### src/rtl/obstacle_collide_if.sv
// Bus between the obstacle/collision block and its neighbours: frame strobe,
// game control and player height in; obstacle position, score and flags out.
interface obstacle_collide_if;
    logic       tick;
    logic       start;
    logic [9:0] player_h;
    logic [9:0] obs_x;
    logic [7:0] score;
    logic       hit;
    logic       win;
    logic       fall_en;

    modport master (
        output tick, start, player_h,
        input  obs_x, score, hit, win, fall_en
    );

    modport slave (
        input  tick, start, player_h,
        output obs_x, score, hit, win, fall_en
    );
endinterface

### src/rtl/obstacle_collide.sv
// Scrolls one obstacle across the screen, tests it against the player square
// every frame tick, counts cleared obstacles and reports HIT or WIN.
module obstacle_collide #(
    parameter int unsigned SCREEN_W   = 640,
    parameter int unsigned OBS_W      = 20,
    parameter int unsigned OBS_H      = 40,
    parameter int unsigned PLAYER_X   = 100,
    parameter int unsigned PLAYER_W   = 20,
    parameter int unsigned STEP       = 4,
    parameter int unsigned WIN_SCORE  = 10,
    parameter int unsigned FALL_TICKS = 12
) (
    input logic                clk,
    input logic                reset,
    obstacle_collide_if.slave  bus
);
    localparam int unsigned XW = 10;
    localparam int unsigned SW = 8;
    localparam int unsigned CW = $clog2(FALL_TICKS + 1);

    typedef enum logic [1:0] {IDLE, RUN, HIT, WIN} state_t;

    state_t        state, state_nxt;
    logic [XW-1:0] obs_x, obs_x_nxt;
    logic [SW-1:0] score, score_nxt;
    logic [CW-1:0] fall_cnt, fall_cnt_nxt;
    logic          fall_en, fall_en_nxt;
    logic          hit, hit_nxt;
    logic          win, win_nxt;
    logic          overlap_c;

    // Overlap sums are carried one bit wider than obs_x so nothing wraps.
    always_comb begin
        overlap_c = ({1'b0, obs_x} < (XW+1)'(PLAYER_X + PLAYER_W)) &&
                    (({1'b0, obs_x} + (XW+1)'(OBS_W)) > (XW+1)'(PLAYER_X)) &&
                    (bus.player_h < XW'(OBS_H));
    end

    always_ff @(posedge clk) begin
        if (reset) begin
            state    <= IDLE;
            obs_x    <= XW'(SCREEN_W);
            score    <= '0;
            fall_cnt <= '0;
            fall_en  <= 1'b0;
            hit      <= 1'b0;
            win      <= 1'b0;
        end else begin
            state    <= state_nxt;
            obs_x    <= obs_x_nxt;
            score    <= score_nxt;
            fall_cnt <= fall_cnt_nxt;
            fall_en  <= fall_en_nxt;
            hit      <= hit_nxt;
            win      <= win_nxt;
        end
    end

    always_comb begin
        state_nxt    = state;
        obs_x_nxt    = obs_x;
        score_nxt    = score;
        fall_cnt_nxt = fall_cnt;
        fall_en_nxt  = 1'b0;
        unique case (state)
            IDLE: begin
                obs_x_nxt = XW'(SCREEN_W);
                if (bus.start) begin
                    state_nxt = RUN;
                    score_nxt = '0;
                end
            end
            RUN: begin
                // Collision takes priority over the left-edge wrap.
                if (bus.tick) begin
                    if (overlap_c) begin
                        state_nxt = HIT;
                    end else if (obs_x < XW'(STEP)) begin
                        obs_x_nxt = XW'(SCREEN_W);
                        if (score != {SW{1'b1}}) score_nxt = score + SW'(1);
                        if (({1'b0, score} + (SW+1)'(1)) == (SW+1)'(WIN_SCORE)) begin
                            state_nxt    = WIN;
                            fall_cnt_nxt = '0;
                        end
                    end else begin
                        obs_x_nxt = obs_x - XW'(STEP);
                    end
                end
            end
            HIT: begin
                if (bus.start) begin
                    state_nxt = RUN;
                    obs_x_nxt = XW'(SCREEN_W);
                    score_nxt = '0;
                end
            end
            WIN: begin
                if (bus.start) begin
                    state_nxt    = RUN;
                    obs_x_nxt    = XW'(SCREEN_W);
                    score_nxt    = '0;
                    fall_cnt_nxt = '0;
                end else if (bus.tick && (fall_cnt < CW'(FALL_TICKS))) begin
                    fall_en_nxt  = 1'b1;
                    fall_cnt_nxt = fall_cnt + CW'(1);
                end
            end
            default: state_nxt = IDLE;
        endcase
        hit_nxt = (state_nxt == HIT);
        win_nxt = (state_nxt == WIN);
    end

    assign bus.obs_x   = obs_x;
    assign bus.score   = score;
    assign bus.hit     = hit;
    assign bus.win     = win;
    assign bus.fall_en = fall_en;
endmodule

### src/flat_wrapper.sv
// flat-port wrapper written by rule: the top's interface ports become plain ports
module obstacle_collide_flat 
#(
    parameter int unsigned SCREEN_W   = 640,
    parameter int unsigned OBS_W      = 20,
    parameter int unsigned OBS_H      = 40,
    parameter int unsigned PLAYER_X   = 100,
    parameter int unsigned PLAYER_W   = 20,
    parameter int unsigned STEP       = 4,
    parameter int unsigned WIN_SCORE  = 10,
    parameter int unsigned FALL_TICKS = 12
)
  (clk, reset, bus_tick, bus_start, bus_player_h, bus_obs_x, bus_score, bus_hit, bus_win, bus_fall_en);
  obstacle_collide_if bus_i ();
  input logic clk;
  input logic reset;
  input wire logic [$bits(bus_i.tick)-1:0] bus_tick;
  input wire logic [$bits(bus_i.start)-1:0] bus_start;
  input wire logic [$bits(bus_i.player_h)-1:0] bus_player_h;
  output wire logic [$bits(bus_i.obs_x)-1:0] bus_obs_x;
  output wire logic [$bits(bus_i.score)-1:0] bus_score;
  output wire logic [$bits(bus_i.hit)-1:0] bus_hit;
  output wire logic [$bits(bus_i.win)-1:0] bus_win;
  output wire logic [$bits(bus_i.fall_en)-1:0] bus_fall_en;
  assign bus_i.tick = bus_tick;
  assign bus_i.start = bus_start;
  assign bus_i.player_h = bus_player_h;
  assign bus_obs_x = bus_i.obs_x;
  assign bus_score = bus_i.score;
  assign bus_hit = bus_i.hit;
  assign bus_win = bus_i.win;
  assign bus_fall_en = bus_i.fall_en;
  obstacle_collide #(.SCREEN_W(SCREEN_W), .OBS_W(OBS_W), .OBS_H(OBS_H), .PLAYER_X(PLAYER_X), .PLAYER_W(PLAYER_W), .STEP(STEP), .WIN_SCORE(WIN_SCORE), .FALL_TICKS(FALL_TICKS)) u_core (.clk(clk), .reset(reset), .bus(bus_i));
endmodule
### config.mk
export PLATFORM = sky130hd
export DESIGN_NAME = obstacle_collide_flat
export DESIGN_NICKNAME = d
export VERILOG_FILES = /design/src/rtl/obstacle_collide_if.sv /design/src/rtl/obstacle_collide.sv /design/src/flat_wrapper.sv
export SDC_FILE = /design/constraint.sdc
export NUM_CORES = 1
export LEC_CHECK = 0
export CAP_MARGIN = 15
export CORE_MARGIN = 5
export CORE_UTILIZATION = 51
export DETAILED_ROUTE_END_ITERATION = 10
export GPL_ROUTABILITY_DRIVEN = 0
export PLACE_DENSITY = 0.81
export SETUP_SLACK_MARGIN = 0.2
export SYNTH_ARGS = -nofsm -noshare
export SYNTH_HDL_FRONTEND = slang
export SYNTH_SLANG_ARGS = --single-unit
export TNS_END_PERCENT = 20
### constraint.sdc
create_clock -name clk -period 4.1 [get_ports clk]
set_input_delay 0.41 -clock clk [delete_from_list [all_inputs] [get_ports clk]]
set_output_delay 0.41 -clock clk [all_outputs]
set_load 0.03 [all_outputs]
* Word level (Yosys, flattened, before mapping) *
Cells that the tools add are included.

word-level totals
  bits in registers = 27
  input port bits = 14
  output and inout port bits = 21
  logic and storage cells = 69

operators by class
  $add $sub $neg = 5
  $lt $le $gt $ge = 5
  equality and inequality tests = 15
  multiplexer cells = 25
  bitwise logic cells = 1
  reduce and logical (&&, ||, !) cells = 11

operator list
  operator                                                                       number
  10-bit two-way mux                                                             4
  8-bit two-way mux                                                              5
  10-bit case mux with 3 select lines                                            1
  4-bit two-way mux                                                              6
  8-bit case mux with 2 select lines                                             1
  10-bit by 5-bit adder with 11-bit output, second input constant                1
  11-bit by 7-bit > comparator with 1-bit output, second input constant          1
  10-bit by 3-bit less-than comparator with 1-bit output, second input constant  1
  10-bit by 6-bit less-than comparator with 1-bit output, second input constant  1
  10-bit by 7-bit less-than comparator with 1-bit output, second input constant  1
  2-bit two-way mux                                                              5
  2-bit by 1-bit inequality test with 1-bit output, second input constant        5
  10-bit by 3-bit subtractor with 10-bit output, second input constant           1
  8-bit by 1-bit adder with 9-bit output, second input constant                  1
  9-bit by 4-bit == test with 1-bit output, second input constant                1
  8-bit by 1-bit adder with 8-bit output, second input constant                  1
  2-bit == test, second input constant                                           4
  8-bit inequality test, second input constant                                   1
  4-bit case mux with 2 select lines                                             1
  6-bit AND reduction                                                            1
  3-bit OR reduction                                                             2
  5-bit AND reduction                                                            1
  4-bit by 1-bit adder with 4-bit output, second input constant                  1
  4-bit less-than comparator, second input constant                              1
  other kinds (11)                                                               14

* Logic depth before layout (Yosys ltp) *
  depth after elaboration = 8
  depth in mapped cells = 9
  gate-level depth less buffers = 8

* Worst setup path before layout *
Ideal clock, no wire load.

  kind = register -> register
  from = reg u_core.obs_x[2] (netlist: u_core.bus.obs_x[2])
  to = reg u_core.obs_x[7] (netlist: u_core.bus.obs_x[7])
  library setup time = 122 ps
  data arrival time = 2395 ps
  data required time = 3978 ps
  setup slack = 1583 ps
  cell stages (with the launch flop) = 9
  path buffers = 0
  clock period less this slack = 2517 ps
  path through = dfxtp_1 > inv_1 > ha_1 > nor2b_1 > o211ai_1 > a311oi_1 > o21ba_1 > or4_4 > o32a_1

on the way
  cells in the longest elaborated chain, start to end = 6
  elaborated cells on any way between the ends = 13
  classes of those cells = 2 x add/sub; 3 x order compare; 1 x eq/ne; 4 x mux; 3 x reduce/logical

ends and longest elaborated chain
  element                                         RTL line                text
  from (decl)                                     obstacle_collide.sv:24  logic [XW-1:0] obs_x, obs_x_nxt;
  from (signal assigned)                          obstacle_collide.sv:42  obs_x <= XW'(SCREEN_W);
  from (signal assigned)                          obstacle_collide.sv:50  obs_x <= obs_x_nxt;
  10-bit by 5-bit adder with 11-bit output        obstacle_collide.sv:35  (({1'b0, obs_x} + (XW+1)'(OBS_W)) > (XW+1)'(PLAYER_X)) &&
  11-bit by 7-bit > comparator with 1-bit output  obstacle_collide.sv:35
  1-bit logical AND                               obstacle_collide.sv:34  overlap_c = ({1'b0, obs_x} < (XW+1)'(PLAYER_X + PLAYER_W)) &&
  1-bit logical AND                               obstacle_collide.sv:35
  2-bit inequality test (no source line)          --
  3-bit AND reduction (no source line)            --

Several ways; a longest one is shown, not always the timed one. The select of a mux whose other input is x is not followed.
A chain may end at the register's enable or synchronous reset.

* Worst setup path in the final report *
  from = reg u_core.obs_x[2] (netlist: u_core.bus.obs_x[2])
  to = reg u_core.fall_cnt[3]

on the way
  cells in the longest elaborated chain, start to end = 6
  elaborated cells on any way between the ends = 9
  classes of those cells = 1 x add/sub; 3 x order compare; 2 x eq/ne; 3 x reduce/logical

ends and longest elaborated chain
  element                                         RTL line                text
  10-bit by 5-bit adder with 11-bit output        obstacle_collide.sv:35
  11-bit by 7-bit > comparator with 1-bit output  obstacle_collide.sv:35
  1-bit logical AND                               obstacle_collide.sv:34
  1-bit logical AND                               obstacle_collide.sv:35
  2-bit inequality test (no source line)          --
  6-bit AND reduction (no source line) *          --
  to (signal assigned)                            obstacle_collide.sv:52  fall_cnt <= fall_cnt_nxt;
  to (decl)                                       obstacle_collide.sv:26  logic [CW-1:0] fall_cnt, fall_cnt_nxt;

Mark *: on every way between the ends. The rest lies on a longest branch, timed or not.

==> results.cfg <==
[outcome]
outcome = finished, final reports clean

[yosys]
syn_inst = 197
synth.top_cells.by_area = dfxtp_1 32%, a21oi_1 4.4%, nand2_1 4.0%, ha_1 3.9%, nor2_1 3.5%
synth_top_family_by_area = simple AND/OR/NAND/NOR gates
synth_mux_area_share_pct = 1.97
synth_fa_ha_area_share_pct = 3.94
synthSimpleGateAreaFrac_pct = 29.3
avgSynthCellArea_um2 = 8.05
async_flop_share_pct = 0
synth_edf_count = 0
ys_dominant_reg_cell = dfxtp_1
netlist.top_cell.by_area = dfxtp_1
ys_seq_area_share_pct = 31.5
synth_xor_area_share_pct = 0
synth_compound_area_share_pct = 28.1
synth.most_common_cell = dfxtp_1
synth.distinct_cells = 53
syn_area_um2 = 1590
yosys_warnings = 0
ys_seq_elements = 25
synth_top_cells_by_count = 25 x dfxtp_1, 17 x nand2_1, 15 x nor2_1, 14 x a21oi_1
synth.top_cell.area_share_pct = 31.5

[sta]
finalSetupViolations = 0
fin_tns_setup_ns = 0
slew_headroom_pct = 53.7
finalHoldViolations = 0
fin_crit_sh_pct = 66.3
rsz0062_at_grt = no
worst_slew_pin_slew_ns = 0.690
fmax_ghz = 0.368
finalCriticalPeriod_ns = 2.72
final-max-slew-violation-count = 0
skew_ns = 0.00653

[final_layout]
n_antenna_cell = 0
drive_above_1_share_pct = 4.55
nFillCells = 286
fin_util_pct = 63.2
nets = 240
area_growth_pct = 20.7

[floorplanning]
core_um2 = 3030
die_x_um = 65.8
die_y_um = 65.8
start_util_pct = 52.4
die-area_um2 = 4330
io_pins = 35
num_rows = 20

[power_and_ir_drop]
switching_power_mw = 0.126
vdd_drop_max_v = 0.000138
pwr-share-seq_pct = 57.8
p_clk_share_pct = 25.4
comb_power_share_pct = 16.7
p_per_area_nw_per_um2 = 231
power_report.internal_total_mw = 0.316
netSwitchingFraction_pct = 28.5
p_leak_nw = 0.645
p_total_mw = 0.441

[clocking]
clock_sinks = 25
ctsHoldBuffers = 0
cts_resized = 0
numCtsBuffers = 3
postCtsSetupBuffers = 0
cts_root_buffer = clkbuf_4
ctsLongestPathBuffers = 2
clkLatencyLatePin_ns = 0.32
ctsHtreeMaxLevel = 1
tritoncts = built
clkTransAtPathRegs_ns = 0.14

[grt]
track_usage_pct = 19.8
grt_overflow = 0
grt_pass1_vias = 1577
antenna_found_initial = 0
grt_first_pass_wirelength_mm = 6.90
grt_max_degree = 30

[setup_path]
worstPathMaxFanout = 9
rr_startpoint = u_core.bus.obs_x[2]
cp.required_ns = 4.34
critPathLaunchType = flop
worst_ep_arrival_time_ns = 2.96
worstReg2RegEnd = u_core.fall_cnt[3]
crit_type = reg -> reg
r2r_setup_slack_ns = 1.38
end_kind = flop
rr_worst_depth = 8

[hold_path]
hp-class = reg -> reg
worstHoldStart = u_core.bus.obs_x[8]
holdPathStages = 2
hold_end = u_core.bus.obs_x[8]

[detailed_routing]
viasPerCell = 6.12
dr_total_vias = 1616
drc = 0
avgRoutedWirePerCell_um = 15.3
drt_wl_total_mm = 4.03
dr.pass1.iters = 4
drtIter0Drc = 99
drtAntennaViolNets = 0

[place]
dp_hpwl_mm = 3.02
io_buffers = 29

[job]
cap_violations = 0
## how the worst max path moves through the flow
stage / from / to / slack, ns / cells after the start
2_1_floorplan: u_core.bus.obs_x[2] / u_core.bus.obs_x[7] / 1.58 / 8
3_3_place_gp: u_core.bus.obs_x[2] / u_core.bus.obs_x[7] / 1.61 / 8
3_5_place_dp: u_core.bus.obs_x[2] / u_core.bus.obs_x[7] / 1.52 / 8
4_1_cts: u_core.bus.obs_x[2] / u_core.fall_cnt[3] / 1.45 / 8
5_1_grt: u_core.bus.obs_x[2] / u_core.fall_cnt[3] / 1.21 / 8
6_report: u_core.bus.obs_x[2] / u_core.fall_cnt[3] / 1.38 / 8
## critical path, cell delays in order (launching register included)
cell	delay, ns
dfxtp_1	0.54
inv_1	0.12
ha_1	0.34
nor2b_1	0.14
o211ai_1	0.09
a311oi_1	0.64
o21a_1	0.42
nor3_2	0.13
a211oi_1	0.22
## layout make-up
type	count	area [um2]	area share (%)
multi-input combinational	155	1010	52.8
inverter	6	22.5	1.18
timing repair buffer	30	298	15.6
sequential	25	500	26.1
clock buffer	3	22.5	1.18
tap	44	55.1	2.88
clock inverter	1	5.00	0.261
## stage by stage
step	hold WS (ns)	instances	instance area [um2]	setup WS, ns
floorplan	0.479	198	1590	1.58
global placement	0.491	260	1890	1.61
detailed placement	0.508	260	1890	1.52
CTS	0.525	264	1910	1.45
global route	0.561	264	1910	1.21
finish	0.530	264	1910	1.38
## metal layers
metal / global-route usage [%] / share of wire [%]
met1: 24.7 / 43
met2: 32.8 / 49
met3: 3.40 / 6.1
met4: 9.59 / 1.6
met5: 0 / 0
## cell families after synthesis
group	count (synthesis)
compound gates	64
fa+ha+maj	5
buf+inv	18
flops	25
mux	3
other cells	1
simple gates	81
## cell usage in the layout (no fill, tap or decap), types with 3 or more instances in the layout
cell type        synthesis  layout
clkbuf_4                 0       3
a21oi_1                 14      14
or3_1                    4       4
clkdlybuf4s50_1          0      29
and2_1                   4       4
o21ai_1                  6       6
dfxtp_1                 25      25
o31ai_1                  3       3
a311oi_1                 3       3
nor2_1                  15      15
ha_1                     5       5
a41oi_1                  4       4
a211oi_1                 3       3
nor2b_1                  5       5
nand2b_1                 6       6
nor3_1                   7       7
a31oi_1                  5       5
o21ai_0                  5       5
nand3_1                  4       4
inv_1                    6       6
nand4b_1                 3       3
nand2_1                 17      17
## registers in the layout, indices dropped and copies added (netlist names)
name / cells
u_core.bus.obs_x: 8
u_core.bus.score: 8
u_core.fall_cnt: 4
u_core.state: 2
u_core.bus.fall_en: 1
u_core.bus.hit: 1
u_core.bus.win: 1
## power by group through the flow
stage,sequential (mW),combinational (mW),clock (mW)
global route,0.257,0.0795,0.130
detailed placement,0.260,0.0729,0
CTS,0.255,0.0733,0.119
finish,0.255,0.0738,0.112
global placement,0.260,0.0707,0
floorplan,0.262,0.0469,0
(Power assumes the default switching activity.)
